**config.mk**
```make
export PLATFORM = sky130hd
export DESIGN_NAME = pwm_dac
export DESIGN_NICKNAME = d
export VERILOG_FILES = /design/src/rtl/pwm_pkg.sv /design/src/rtl/pwm_counter.sv /design/src/rtl/pwm_dac.sv
export SDC_FILE = /design/constraint.sdc
export NUM_CORES = 1
export LEC_CHECK = 0
export ABC_CLOCK_PERIOD_IN_PS = 2900
export BUFFER_PORTS_ARGS = -buffer_cell sky130_fd_sc_hd__buf_2
export CAP_MARGIN = 20
export CORE_MARGIN = 1.5
export CORE_UTILIZATION = 45
export DETAILED_ROUTE_END_ITERATION = 16
export PLACE_DENSITY = 0.68
export SKIP_CTS_REPAIR_TIMING = 1
export SLEW_MARGIN = 20
export SYNTH_ARGS = -nofsm -noshare
export SYNTH_HDL_FRONTEND = slang
export SYNTH_SLANG_ARGS = --single-unit
```
**constraint.sdc**
```tcl
create_clock -name clk -period 2.9 [get_ports clk]
set_clock_uncertainty 0.1 [all_clocks]
set_input_delay 0.29 -clock clk [delete_from_list [all_inputs] [get_ports clk]]
set_output_delay 0.29 -clock clk [all_outputs]
set_load 0.05 [all_outputs]
```
**src/rtl/pwm_pkg.sv**
```systemverilog
// Shared constants and the offset-binary duty conversion for the PWM DAC.
// One PWM period equals 2^RES clocks, which is also one upstream sample period.
package pwm_pkg;

    localparam int RES_DEFAULT     = 8;
    localparam int MID_DEFAULT     = 1 << (RES_DEFAULT - 1);
    localparam int CLKS_PER_SAMPLE = 1 << RES_DEFAULT;

    function automatic int mid_value(input int res);
        return 1 << (res - 1);
    endfunction

    // Flipping the sign bit maps signed full scale onto 0..2^16-1; the caller keeps the top RES bits.
    function automatic logic [15:0] duty_full(input logic [15:0] sample);
        return {~sample[15], sample[14:0]};
    endfunction

endpackage

```
**src/rtl/pwm_counter.sv**
```systemverilog
// RES-bit period counter with run-enable and a wrap strobe in the last cycle of each period.
// A period starts at cnt=0 in the first cycle after en is sampled high.
module pwm_counter
    import pwm_pkg::*;
#(
    parameter int RES = RES_DEFAULT
) (
    input  logic           clk,
    input  logic           rst,
    input  logic           en,
    output logic [RES-1:0] cnt,
    output logic [RES-1:0] cnt_next,
    output logic           wrap
);

    logic run;

    // The edge that first samples en high opens a fresh period at cnt=0 instead of counting.
    always_comb begin
        cnt_next = '0;
        if (en && run) begin
            cnt_next = cnt + RES'(1);
        end
    end

    assign wrap = run && (cnt == '1);

    always_ff @(posedge clk or posedge rst) begin
        if (rst) begin
            cnt <= '0;
            run <= 1'b0;
        end else begin
            cnt <= cnt_next;
            run <= en;
        end
    end

endmodule

```
**src/rtl/pwm_dac.sv**
```systemverilog
// PWM DAC: duty register loaded at period boundaries from din (or mid-scale when muted),
// and a registered PWM bit computed from next-state counter and duty so it never glitches.
module pwm_dac
    import pwm_pkg::*;
#(
    parameter int RES = RES_DEFAULT
) (
    input  logic        clk,
    input  logic        rst,
    input  logic        en,
    input  logic        mute,
    input  logic [15:0] din,
    output logic        sample_tick,
    output logic        pwm
);

    localparam logic [RES-1:0] MID = RES'(mid_value(RES));

    logic [RES-1:0] cnt;
    logic [RES-1:0] cnt_next;
    logic           wrap;
    logic [RES-1:0] duty_active;
    logic [RES-1:0] duty_next;
    logic [RES-1:0] duty_new;

    pwm_counter #(.RES(RES)) u_counter (
        .clk      (clk),
        .rst      (rst),
        .en       (en),
        .cnt      (cnt),
        .cnt_next (cnt_next),
        .wrap     (wrap)
    );

    // Truncation only: the low din bits are dropped without rounding or dither.
    assign duty_new = RES'(duty_full(din) >> (16 - RES));

    always_comb begin
        duty_next = duty_active;
        if (!en) begin
            duty_next = MID;
        end else if (wrap) begin
            duty_next = mute ? MID : duty_new;
        end
    end

    assign sample_tick = wrap;

    always_ff @(posedge clk or posedge rst) begin
        if (rst) begin
            duty_active <= MID;
            pwm         <= 1'b0;
        end else begin
            duty_active <= duty_next;
            pwm         <= en && (cnt_next < duty_next);
        end
    end

endmodule
```
Yosys cells after proc, flatten, opt, wreduce, memory -nomap -nowiden --
Cells that the tools add are included.
Storage, ports and cells: register bits 18, input bits 20, output and inout port bits 2, logic and storage cells 15
Operators by class: add/sub/neg operators 1, magnitude comparators 1, eq/ne operators 1, multiplexer cells 4, bitwise operators 1, reduce and logical (&&, ||, !) cells 3
Operators with widths (count):
- two-way mux 8 bit | 4
- adder 8 x 1 -> 8 bit, second input constant | 1
- == test 8 bit, second input constant | 1
- less-than comparator 8 bit | 1
- logical AND 1 bit | 3
- inverter 1 bit | 1

Depth between registers and ports, before layout --
word-level depth 6, depth in mapped cells 11, depth with buffers taken out 10

Hierarchy --
From an unflattened synthesis, not the netlist that was laid out.
Unflattened totals: cells, all modules 103, area, all modules 1012.2 µm²
Modules (own cells, without submodules):
- pwm_dac | instances 1, cells an instance 66, area an instance 628.1 µm², sequential area each 226.5 µm²
- pwm_counter | instances 1, cells an instance 37, area an instance 384.1 µm², sequential area each 225.2 µm²

Worst setup path before layout --
No wires, ideal clock.
kind register to register, start point reg u_counter.cnt[0], end point reg pwm, library setup time 0.078 ns, data arrival time 2.146 ns, data required time 2.722 ns, path slack 0.576 ns, cell stages (with the launch flop) 11, buffers on the path 1, period minus slack after synthesis 2.324 ns, cell sequence dfrtp_1 ha_1 nand3_2 nor3_2 buf_6 mux2i_1 nand2b_1 ha_1 a211o_1 nor3_1 o2bb2ai_1
Between the ends: longest elaborated chain between the ends 6, elaborated cells on any way between the ends 8, those cells by class 1 x add/sub; 1 x order compare; 1 x eq/ne; 3 x mux; 2 x reduce/logical
RTL lines:
- from (decl) | RTL line pwm_counter.sv:11 | output logic [RES-1:0] cnt,
- from (signal assigned) | RTL line pwm_counter.sv:33 | cnt <= cnt_next;
- == test 8 bit | RTL line pwm_counter.sv:26 | assign wrap = run && (cnt == '1);
- logical AND 1 bit | RTL line pwm_counter.sv:26
- net sample_tick | RTL line pwm_dac.sv:13 | output logic sample_tick,
- two-way mux 8 bit | RTL line pwm_dac.sv:42 | end else if (wrap) begin
- two-way mux 8 bit | RTL line pwm_dac.sv:40 | if (!en) begin
- less-than comparator 8 bit | RTL line pwm_dac.sv:55 | pwm <= en && (cnt_next < duty_next);
- logical AND 1 bit | RTL line pwm_dac.sv:55
- to (signal assigned) | RTL line pwm_dac.sv:55
- to (decl) | RTL line pwm_dac.sv:14 | output logic pwm
The timed path passes the listed nets, and every way through them passes these cells.

Final worst setup path --
start point reg u_counter.cnt[0], end point reg pwm
Between the ends: longest elaborated chain between the ends 6, elaborated cells on any way between the ends 8, those cells by class 1 x add/sub; 1 x order compare; 1 x eq/ne; 3 x mux; 2 x reduce/logical
RTL lines (RTL line):
- branches (longest 4 deep; another with adder 8 x 1 -> 8 bit)
- less-than comparator 8 bit * | pwm_dac.sv:55
- logical AND 1 bit * | pwm_dac.sv:55
Every way passes the cells marked *.

==> impl_metrics.env <==
export IMPL_status="finished with violations"
export IMPL_violations="hold timing"
export IMPL_avgViaCountPerCell=5.04
export IMPL_critPathLaunchType="register"
export IMPL_intPower_uw=343
export IMPL_p_leak_uw=0.000503
export IMPL_path_class="register to register"
export IMPL_ctsHtreeMaxLevel=1
export IMPL_cts_buffer_depth=2
export IMPL_antenna_cells=0
export IMPL_numClockSinks=18
export IMPL_max_freq_ghz=0.394
export IMPL_syn2layout_area_growth_pct=12.1
export IMPL_synth_edf_count=0
export IMPL_hold_class="input port to asynchronous set/reset pin"
export IMPL_final_cell_mix="17 x dfrtp_1, 13 x nor2b_1, 13 x buf_2"
export IMPL_ys_types=30
export IMPL_fin_crit_ps=2540
export IMPL_yosys_warnings=0
export IMPL_relSlewSlack_pct=55.5
export IMPL_path_cells="ha_1 -> nand3_2 -> nor3_2 -> buf_4 -> mux2i_1 -> nand2b_1 -> ha_1 -> a21oi_1 -> o211ai_1 -> nor3_1 -> o2bb2ai_1"
export IMPL_ys_ff_latch=18
export IMPL_io_buffers=13
export IMPL_drt_total_wl_mm=1.74
export IMPL_combPwrFrac_pct=7.4
export IMPL_setup_viol_count_final=0
export IMPL_ys_flop_type="dfrtp_1"
export IMPL_synth_nets=127
export IMPL_fp_dieH_um=50.7
export IMPL_required_ps=3000
export IMPL_dieArea_um2=2570
export IMPL_die_w_um=50.7
export IMPL_fillers=196
export IMPL_path_buf_inv=1
export IMPL_cp_slowest_stage_delay_ps=390
export IMPL_async_flop_share_pct=100
export IMPL_drv_slew=0
export IMPL_drc=0
export IMPL_path_delay_family="simple AND/OR/NAND/NOR gates"
export IMPL_regArea_um2=452
export IMPL_worst_hold_slack_ps=-20.8
export IMPL_cp_max_fo=9
export IMPL_swShare_pct=21.4
export IMPL_nNetsFinal=143
export IMPL_rsz0062_at_grt="no"
export IMPL_layout_drive_gt1_share_pct=20.2
export IMPL_cp_data_arrival_time_ps=2640
export IMPL_fin_crit_sh_pct=87.6
export IMPL_critPathMostFrequentCell="ha_1"
export IMPL_p_per_area_nw_per_um2=380
export IMPL_mostFrequentLayoutCell="dfrtp_1"
export IMPL_synthCells=99
export IMPL_grt_use_total_pct=15.6
export IMPL_synthesis_area_um2=1020
export IMPL_gp_congestion=0.803
export IMPL_worstSetupEndpointType="register"
export IMPL_crit_path_top_delay_cell="dfrtp_1"
export IMPL_r2r_setup_slack_ps=360
export IMPL_core_area_um2=2190
export IMPL_grt_max_degree=21
export IMPL_multiInputGateArea_um2=546
export IMPL_antenna_found_initial=0
export IMPL_seq_power_share_pct=58.6
export IMPL_num_io_pins=22
export IMPL_placed_cells=138
export IMPL_clkSlewWorstSetupHoldPaths_ps=100
export IMPL_ir_drop_uv=261
export IMPL_cts_root_buf="clkbuf_4"
export IMPL_final_cells=142
export IMPL_num_vias=716
export IMPL_grt_pass1_wl_mm=2.94
export IMPL_p_clk_share_pct=34.0
export IMPL_drtIter0Drc=10
export IMPL_clkLatencyLatePin_ps=280
export IMPL_finalHoldViolations=17
export IMPL_initial_core_util_pct=46.8
export IMPL_cts_buffers=3
export IMPL_fp_row_count=17
export IMPL_worstMarginPinSlew_ps=667
export IMPL_dp_hpwl_mm=1.35
export IMPL_p_sw_uw=93.3
export IMPL_wire_per_inst_um=12.3
export IMPL_setup_tns_ps=0
export IMPL_yosysSeqAreaShare_pct=44.1
export IMPL_syn_avg_cell_area_um2=10.4
export IMPL_cts_tree="built"
export IMPL_firstDrtPassIters=4
export IMPL_grt_pass1_vias=691
export IMPL_ant_nets=0
export IMPL_grt_overflow=0
export IMPL_maxCapViolCount=0
## worst paths after layout
kind | start | endpoint | cells after the start
max in group asynchronous | rst | pwm | 2
setup reg to reg | u_counter.cnt[0] | pwm | 11
setup / recovery | u_counter.cnt[0] | pwm | 11
hold / removal | rst | duty_active[5] | 2
min in group clk | en | u_counter.run | 1
hold reg to reg | u_counter.cnt[0] | u_counter.cnt[0] | 1
## state kept, by name (all words and copies together) (netlist names)
signal / count
duty_active: 8
pwm: 1
u_counter.run: 1
u_counter.cnt: 8
## power by group through the flow
stage               Sequential (µW)  Combinational, µW  Clock [µW]
floorplan                       263               17.9           0
global placement                260               32.2           0
detailed placement              260               32.9           0
global route                    256               37.0         163
CTS                             255               33.1         157
finish                          255               32.2         148
## cells in the mapped netlist (2+ instances only)
| library cell | instances | area (µm²) |
|---|---|---|
| ha_1 | 8 | 100 |
| nand2b_1 | 7 | 43.8 |
| a21oi_1 | 2 | 10.0 |
| o21ai_0 | 2 | 10.0 |
| and3_1 | 2 | 12.5 |
| nand4_1 | 3 | 18.8 |
| mux2i_1 | 8 | 80.1 |
| nor2_1 | 8 | 30.0 |
| nand3_1 | 2 | 10.0 |
| nor2b_1 | 13 | 81.3 |
| xor2_1 | 4 | 35.0 |
| nand2_1 | 5 | 18.8 |
| dfrtp_1 | 17 | 425 |
| inv_1 | 2 | 7.51 |
## cells by family (layout without fill, tap and decap cells)
| family | Yosys count | in the layout | share of synthesized area, % |
|---|---|---|---|
| AOI/OAI and AO/OA | 8 | 8 | 5.13 |
| xor gates and xnor gates | 5 | 5 | 4.27 |
| adders and majority gates | 8 | 8 | 9.77 |
| buffers and inverters | 5 | 20 | 2.69 |
| DFF | 18 | 18 | 44.1 |
| muxes | 8 | 8 | 7.81 |
| and+or+nand+nor | 47 | 47 | 26.3 |
## routing by layer
| layer | wire length [µm] | GRT usage [%] |
|---|---|---|
| met2 | 874 | 26.3 |
| met1 | 797 | 19.0 |
| met3 | 53 | 2.08 |
| met4 | 14 | 9.01 |
| met5 | 0 | 0 |
## stage by stage
stage	area [µm²]	power, µW	setup slack, ps	hold slack (ps)	util (%)
floorplan	1020	280	576	128	-
global placement	1110	292	462	318	50.8
detailed placement	1110	293	391	320	50.8
CTS	1150	446	357	-6.77	52.4
global route	1150	457	123	36.9	52.4
finish	1150	436	361	-20.8	52.4
## layout make-up
cell class,count,share of cell area (%)
multi-input cells,76,47.5
flip-flops and latches,18,39.3
repair buffers,14,6.32
clock buffers,4,3.16
well taps,28,3.05
inverters,2,0.654
No activity file was read; power rests on OpenSTA's default activity.
